**src/rtl/ps2_pkg.sv**
```systemverilog
// Shared PS/2 link definitions: host transmitter states, frame geometry and
// the command bytes exchanged with the keyboard.
package ps2_pkg;

    typedef enum logic [2:0] {
        IDLE,
        INHIBIT,
        REQ,
        DATA,
        ACK,
        WAIT_IDLE,
        ERR
    } ps2_state_t;

    localparam int FRAME_LEN = 10;

    localparam logic [7:0] CMD_RESET    = 8'hFF;
    localparam logic [7:0] CMD_SET_LEDS = 8'hED;
    localparam logic [7:0] CMD_ENABLE   = 8'hF4;
    localparam logic [7:0] RESP_ACK     = 8'hFA;

    // {stop, odd parity, data}; shifted out LSB first after the start bit.
    function automatic logic [FRAME_LEN-1:0] make_frame(input logic [7:0] data);
        return {1'b1, ~^data, data};
    endfunction

endpackage

```
**src/rtl/ps2_sync_edge.sv**
```systemverilog
// Multi-stage synchroniser for one asynchronous PS/2 line, with a one-cycle
// falling-edge strobe on the synchronised value.
module ps2_sync_edge #(
    parameter int SYNC_STAGES = 2
) (
    input  logic clk,
    input  logic reset,
    input  logic din,
    output logic dout,
    output logic fe
);

    logic [SYNC_STAGES-1:0] sync_q;
    logic                   prev_q;

    // Idle PS/2 lines float high, so reset to 1 to avoid a spurious edge.
    always_ff @(posedge clk) begin
        if (reset) begin
            sync_q <= '1;
            prev_q <= 1'b1;
        end else begin
            sync_q[0] <= din;
            for (int i = 1; i < SYNC_STAGES; i++) begin
                sync_q[i] <= sync_q[i-1];
            end
            prev_q <= sync_q[SYNC_STAGES-1];
        end
    end

    assign dout = sync_q[SYNC_STAGES-1];
    assign fe   = prev_q & ~dout;

endmodule

```
**src/rtl/ps2_host_tx.sv**
```systemverilog
// Host-to-device PS/2 transmitter: inhibits the bus, requests to send, shifts a
// command byte out on the device clock and reports the device ACK or an error.
//
// state     | meaning
// ----------+-----------------------------------------------------------
// IDLE      | lines released, ready to accept a byte
// INHIBIT   | hold PS/2 clock low for INHIBIT_CYCLES
// REQ       | single cycle: clock still low, data pulled low (start bit)
// DATA      | clock released; put next frame bit on each device falling edge
// ACK       | sample the device ACK bit on the next falling edge
// WAIT_IDLE | wait for both lines high, then pulse tx_done
// ERR       | lines released, pulse tx_err
module ps2_host_tx
    import ps2_pkg::*;
#(
    parameter int INHIBIT_CYCLES = 5000,
    parameter int TIMEOUT_CYCLES = 750000,
    parameter int SYNC_STAGES    = 2
) (
    input  logic       clk,
    input  logic       reset,
    input  logic [7:0] tx_data,
    input  logic       tx_valid,
    output logic       tx_ready,
    input  logic       ps2_clk_in,
    input  logic       ps2_data_in,
    output logic       ps2_clk_oe,
    output logic       ps2_data_oe,
    output logic       tx_done,
    output logic       tx_err,
    output logic       busy
);

    localparam int INH_W = $clog2(INHIBIT_CYCLES + 1);
    localparam int TO_W  = $clog2(TIMEOUT_CYCLES + 1);

    localparam logic [INH_W-1:0] INH_LOAD = INH_W'(INHIBIT_CYCLES - 1);
    localparam logic [TO_W-1:0]  TO_LOAD  = TO_W'(TIMEOUT_CYCLES - 1);
    localparam logic [3:0]       LAST_BIT = 4'(FRAME_LEN - 1);

    ps2_state_t             state_q, state_d;
    logic [INH_W-1:0]       inh_q, inh_d;
    logic [TO_W-1:0]        to_q, to_d;
    logic [3:0]             bit_q, bit_d;
    logic [FRAME_LEN-1:0]   frame_q, frame_d;
    logic                   drv_q, drv_d;

    logic clk_sync, clk_fe;
    logic data_sync, data_fe_unused;

    ps2_sync_edge #(.SYNC_STAGES(SYNC_STAGES)) u_clk_sync (
        .clk   (clk),
        .reset (reset),
        .din   (ps2_clk_in),
        .dout  (clk_sync),
        .fe    (clk_fe)
    );

    ps2_sync_edge #(.SYNC_STAGES(SYNC_STAGES)) u_data_sync (
        .clk   (clk),
        .reset (reset),
        .din   (ps2_data_in),
        .dout  (data_sync),
        .fe    (data_fe_unused)
    );

    always_ff @(posedge clk) begin
        if (reset) begin
            state_q <= IDLE;
            inh_q   <= '0;
            to_q    <= '0;
            bit_q   <= '0;
            frame_q <= '0;
            drv_q   <= 1'b0;
        end else begin
            state_q <= state_d;
            inh_q   <= inh_d;
            to_q    <= to_d;
            bit_q   <= bit_d;
            frame_q <= frame_d;
            drv_q   <= drv_d;
        end
    end

    always_comb begin
        state_d = state_q;
        inh_d   = inh_q;
        to_d    = to_q;
        bit_d   = bit_q;
        frame_d = frame_q;
        drv_d   = drv_q;
        tx_done = 1'b0;
        tx_err  = 1'b0;

        case (state_q)
            IDLE: begin
                if (tx_valid) begin
                    frame_d = make_frame(tx_data);
                    inh_d   = INH_LOAD;
                    bit_d   = '0;
                    state_d = INHIBIT;
                end
            end
            INHIBIT: begin
                if (inh_q == '0) begin
                    drv_d   = 1'b1;
                    state_d = REQ;
                end else begin
                    inh_d = inh_q - INH_W'(1);
                end
            end
            REQ: begin
                bit_d   = '0;
                to_d    = TO_LOAD;
                state_d = DATA;
            end
            // Timeout wins over a falling edge in the same cycle.
            DATA: begin
                if (to_q == '0) begin
                    drv_d   = 1'b0;
                    state_d = ERR;
                end else begin
                    to_d = to_q - TO_W'(1);
                    if (clk_fe) begin
                        drv_d = ~frame_q[bit_q];
                        bit_d = bit_q + 4'd1;
                        if (bit_q == LAST_BIT) begin
                            state_d = ACK;
                        end
                    end
                end
            end
            ACK: begin
                if (to_q == '0) begin
                    drv_d   = 1'b0;
                    state_d = ERR;
                end else begin
                    to_d = to_q - TO_W'(1);
                    if (clk_fe) begin
                        state_d = data_sync ? ERR : WAIT_IDLE;
                    end
                end
            end
            WAIT_IDLE: begin
                if (to_q == '0) begin
                    drv_d   = 1'b0;
                    state_d = ERR;
                end else begin
                    to_d = to_q - TO_W'(1);
                    if (clk_sync && data_sync) begin
                        tx_done = 1'b1;
                        state_d = IDLE;
                    end
                end
            end
            ERR: begin
                tx_err  = 1'b1;
                drv_d   = 1'b0;
                state_d = IDLE;
            end
            default: begin
                drv_d   = 1'b0;
                state_d = IDLE;
            end
        endcase
    end

    assign tx_ready    = (state_q == IDLE);
    assign busy        = (state_q != IDLE);
    assign ps2_clk_oe  = (state_q == INHIBIT) || (state_q == REQ);
    assign ps2_data_oe = drv_q;

endmodule
```
**config.mk**
```make
export PLATFORM = sky130hd
export DESIGN_NAME = ps2_host_tx
export DESIGN_NICKNAME = d
export VERILOG_FILES = /design/src/rtl/ps2_pkg.sv /design/src/rtl/ps2_sync_edge.sv /design/src/rtl/ps2_host_tx.sv
export SDC_FILE = /design/constraint.sdc
export NUM_CORES = 1
export LEC_CHECK = 0
export BUFFER_PORTS_ARGS = -buffer_cell sky130_fd_sc_hd__buf_2
export CAP_MARGIN = 20
export CORE_MARGIN = 1
export CORE_UTILIZATION = 35
export CTS_CLUSTER_DIAMETER = 30
export DETAILED_ROUTE_END_ITERATION = 7
export PLACE_DENSITY = 0.61
export SETUP_SLACK_MARGIN = 0.1
export SLEW_MARGIN = 20
export SYNTH_ARGS = -nofsm -noshare
export SYNTH_HDL_FRONTEND = slang
export SYNTH_SLANG_ARGS = --single-unit
export TNS_END_PERCENT = 20
```
**constraint.sdc**
```tcl
create_clock -name clk -period 1.75 [get_ports clk]
set_input_delay 0.175 -clock clk [delete_from_list [all_inputs] [get_ports clk]]
set_output_delay 0.175 -clock clk [all_outputs]
set_load 0.005 [all_outputs]
```
# Word level (Yosys, flattened, before mapping)
# Cells that the tools add are included.
# word_totals
ff_bits	56
inputBits	13
output_inout_bits	6
elab_cells	85
# classes
addsub	3
magnitude_cmp	1
eq_ne	18
mux	31
bitwise_logic	4
reduce_logical	19
# op_table
op	count
$pmux 20 s2	1
$mux 3	9
$mux 13	2
$pmux 13 s2	1
$logic_not 20->1	1
$mux 20	1
$sub 20x1->20 const B	1
$pmux 3 s6	1
$logic_not 13->1	1
$sub 13x1->13 const B	1
$mux 4	3
$ne 2x2->1 const B	6
$ne 3x3->1 const B	4
$pmux 4 s3	1
$eq 3x3->1 const B	3
$mux 1	9
$reduce_and 4->1	2
$reduce_xnor 8->1	1
$eq 3x2->1 const B	2
$reduce_and 6->1	1
$reduce_bool 3->1	2
$lt 4x5->1 const B	1
$add 4x1->4 const B	1
$bmux 1 s4	1
15 further kinds	20

# Logic depth before layout (Yosys ltp)
# logic_depth
word_depth	6
ltp_mapped	8
ltp_nobuf	7

# Hierarchy
# Synthesis repeated with hierarchy kept, for this count alone.
# hier_totals
cells_unflattened	341
area_unflattened_um2	2924.1
# by_module_without_submodules
mod	n_inst	cells_per_inst	area_each_um2	seq_area_each_um2
ps2_host_tx	1	327	2753.9	1021.0
ps2_sync_edge	2	7	85.1	60.1

# Worst setup path after synthesis
# Ideal clock, no wire load.
# synth_path
kind	reg-to-reg
start	register to_q[4]
end	register to_q[19]
setup_ps	74
t_arrival_ps	1812
t_required_ps	1676
path_slack_ps	-136
stages_incl_launch_ff	7
path_buffers	1
synth_period_minus_slack_ps	1886
cell_sequence	dfxtp_1 buf_6 or4_4 nor4_4 o211ai_2 or3_1 a31oi_1
# synth_via
elab_chain_len	3
word_cells_on_any_way	6
cone_classes	add/sub (1); eq/ne (1); mux (2); reduce/logical (2)
# synth_lines
item	line_no	source
start: declaration	ps2_host_tx.sv:43	logic [TO_W-1:0] to_q, to_d;
start signal: assignment	ps2_host_tx.sv:78	to_q <= to_d;
$sub 20x1->20 or $logic_not 20->1 (tied branches)	n/a	
$mux 20 or $ne 2x2->1 (tied branches)	n/a	
$pmux 20 s2 or $reduce_and 2->1 (tied branches)	n/a	
# Parallel ways exist; a longest one is shown, timed or not. The select of a mux whose other input is x is not followed.
# A chain may end at the register's enable or synchronous reset.

# Final worst setup path
# layout_path
start	register to_q[16]
end	output tx_done
# layout_via
elab_chain_len	3
# layout_lines
item	line_no	source
$logic_not 20->1	ps2_host_tx.sv:145	if (to_q == '0) begin
$mux 1	ps2_host_tx.sv:145	
$mux 1	ps2_host_tx.sv:95	case (state_q)
end: declaration	ps2_host_tx.sv:29	output logic tx_done,
# Every way passes these cells.

==> impl_metrics.env <==
export IMPL_nNetsFinal=439
export IMPL_crit_type="reg2out"
export IMPL_grtUsageTotal=0.167
export IMPL_hold_class="in2reg"
export IMPL_finalSetupViolations=29
export IMPL_antenna_found_initial=0
export IMPL_die_area_um2=8700
export IMPL_wl_met1_um=3320
export IMPL_first_pass_iters=4
export IMPL_htreeDepth=2
export IMPL_cp_data_required_time_ns=1.57
export IMPL_avgViaCountPerCell=5.27
export IMPL_crit_path_start_kind="flip-flop"
export IMPL_crit_slowest_cell="or4_4"
export IMPL_hold_viol_final=0
export IMPL_ys_top_cells_by_area="dfxtp_1 (38%), xor2_1 (6.6%), a21oi_1 (4.8%)"
export IMPL_fp_coreArea_um2=7890
export IMPL_power_total_w=0.00933
export IMPL_status="complete, but fails checks"
export IMPL_failed_checks="negative setup slack"
export IMPL_synth_top_flop_cell="dfxtp_1"
export IMPL_top_layer="met4"
export IMPL_fmaxAchievable_mhz=485
export IMPL_netlist_instances=348
export IMPL_syn_cell_area_um2=2920
export IMPL_root_buffer="clkbuf_8"
export IMPL_grt_pass1_vias=2585
export IMPL_crit_fanout=5
export IMPL_synth_nets=366
export IMPL_rsz0062_at_grt="true"
export IMPL_clkLatencyLatePin_ns=0.32
export IMPL_drt_iter0_drc=117
export IMPL_area_delta_synth_final_pct=31.8
export IMPL_gpl_final_weighted_congestion=0.799
export IMPL_vias=2764
export IMPL_antenna_cells=0
export IMPL_p_per_area_nw_per_um2=2430
export IMPL_synth_top_area_frac=0.384
export IMPL_grt_pass1_wl_um=11600
export IMPL_slew_viol_final=0
export IMPL_yosysTopAreaCell="dfxtp_1"
export IMPL_fin_crit_ns=2.06
export IMPL_io_pins=19
export IMPL_cts_buffers=5
export IMPL_power_leakage_nw=1.49
export IMPL_wl_met2_um=3300
export IMPL_ys_types=51
export IMPL_totalWireLength_um=7010
export IMPL_syn_area_per_cell_um2=8.38
export IMPL_final_setup_worst_slack_ns=-0.313
export IMPL_relSlewSlack=0.634
export IMPL_io_buffers=18
export IMPL_fin_skew_ns=0.0106
export IMPL_cp_arrival_ns=1.89
export IMPL_die_x_um=93.3
export IMPL_fin_cells=524
export IMPL_initial_core_util=0.370
export IMPL_clockBufferDepth=2
export IMPL_slowest_delay_ns=0.52
export IMPL_post_place_cells=508
export IMPL_place_hpwl_um=4810
export IMPL_final_cell_mix="buf_4 (65), dfxtp_1 (51), nand2_1 (29)"
export IMPL_final_common_cell="buf_4"
export IMPL_rows=32
export IMPL_die_h_um=93.3
export IMPL_cts_tree="built"
export IMPL_drc_errors=0
export IMPL_ant_nets=0
export IMPL_synth_seq_cells=56
export IMPL_route_met3_wl_um=223
export IMPL_grt_max_degree=22
export IMPL_setup_tns_ns=-4.84
export IMPL_async_reset_ff_frac=0
export IMPL_drive_above_1_share=0.348
export IMPL_path_cells="or4_4 > nand4b_1 > buf_6 > o21ai_4 > nor3_2 > buf_2"
export IMPL_vdd_drop_max_mv=1.12
export IMPL_routedWlPerCell_um=13.4
export IMPL_clkSlewWorstSetupHoldPaths_ns=0.11
export IMPL_clock_sinks=56
export IMPL_yosys_warnings=0
export IMPL_fillers=763
export IMPL_end_kind="output port"
export IMPL_period_share=1.18
export IMPL_drv_cap=0
export IMPL_grt_overflow=0
export IMPL_synth_edf_count=0
export IMPL_worst_slew_pin_slew_ns=0.545
export IMPL_seq_area_frac_synth=0.384
## sequential cells by signal, indices dropped and copies added (netlist names)
name,cells
to_q,20
bit_q,4
u_clk_sync.prev_q,1
u_clk_sync.sync_q,2
ps2_data_oe,1
frame_q,10
inh_q,13
state_q,3
u_data_sync.sync_q,2
## final timing paths
check / startpoint / endpoint / slack (ns) / cells past startpoint
worst min register to register: u_clk_sync.sync_q[0]$_SDFF_PP1_ / u_clk_sync.sync_q[1]$_SDFF_PP1_ / 0.43 / 1
worst max-delay path: to_q[16]$_SDFFE_PP0P_ / tx_done / -0.31 / 6
worst max register to register: to_q[16]$_SDFFE_PP0P_ / bit_q[3]$_SDFFE_PP0P_ / -0.26 / 8
worst min-delay path: ps2_data_in / u_data_sync.sync_q[0]$_SDFF_PP1_ / 0.03 / 2
## worst max-delay path, delay by kind of cell (launching register included)
kind	cells	cell delay (ns)
simple gates	3	0.83
buf+inv	2	0.30
compound gates	1	0.13
flops	1	0.33
## where the power goes
| group | leakage, nW | total (W) | internal (W) | switching (W) |
|---|---|---|---|---|
| logic | 0.979 | 0.00666 | 0.00337 | 0.00329 |
| clock network | 0.0485 | 0.000738 | 0.000288 | 0.000450 |
| registers | 0.460 | 0.00194 | 0.00166 | 0.000281 |
| total | 1.49 | 0.00933 | 0.00531 | 0.00402 |
## logic make-up after synthesis
kind of cell,synth area share
flip-flops,0.384
buffers and inverters,0.0489
AO/OA/AOI/OAI,0.164
adder cells (fa/ha/maj),0.0215
XOR/XNOR,0.0901
AND/OR/NAND/NOR,0.272
multiplexers,0.0189
## cell usage after synthesis (3+ instances only)
| master | instances |
|---|---|
| inv_1 | 9 |
| nand2_1 | 30 |
| nor2_1 | 28 |
| a21oi_1 | 28 |
| nor4_1 | 8 |
| nand3_1 | 10 |
| dfxtp_1 | 56 |
| ha_1 | 5 |
| o211ai_1 | 8 |
| nor2b_1 | 3 |
| or3_1 | 5 |
| or4_4 | 3 |
| nand4_1 | 9 |
| clkbuf_1 | 17 |
| xnor2_1 | 8 |
| buf_2 | 3 |
| a211oi_1 | 6 |
| or4_1 | 4 |
| or2_2 | 8 |
| xor2_1 | 22 |
| o21ai_0 | 14 |
| a31oi_1 | 7 |
| and3_1 | 3 |
| nor3_1 | 12 |
| nand2b_1 | 7 |
## final cells by class
| cell class | instances | area [um2] | area share |
|---|---|---|---|
| inverter | 9 | 33.8 | 0.00879 |
| clock inverter | 3 | 22.5 | 0.00586 |
| sequential | 56 | 1130 | 0.293 |
| tap | 102 | 128 | 0.0332 |
| timing repair buffer | 89 | 646 | 0.168 |
| multi-input combinational | 260 | 1820 | 0.473 |
| clock buffer | 5 | 68.8 | 0.0179 |
## per-stage QoR
stage / instance area [um2] / worst slack (ns) / utilization / hold WS [ns]
floorplan: 2920 / -0.0832 / - / 0.279
global placement: 3500 / -0.208 / 0.444 / 0.360
detailed placement: 3500 / -0.189 / 0.444 / 0.366
CTS: 3740 / -0.312 / 0.474 / 0.0238
global route: 3840 / -0.390 / 0.487 / 0.0140
finish: 3840 / -0.313 / 0.487 / 0.0323
## metal layers
metal,track usage,up-vias
met2,0.274,54
met5,0,-
li1,-,1384
met1,0.216,1314
met3,0.0268,12
met4,0.0692,0
## timing repair
| item | CTS | global route |
|---|---|---|
| gates resized for setup | 29 | 28 |
| endpoints found under the setup margin | 43 | 51 |
| setup buffers | 5 | 2 |
| hold buffers | 0 | 0 |
| cloned | 0 | 1 |
| pin swaps | 13 | 29 |
No activity file was read; power rests on OpenSTA's default activity.
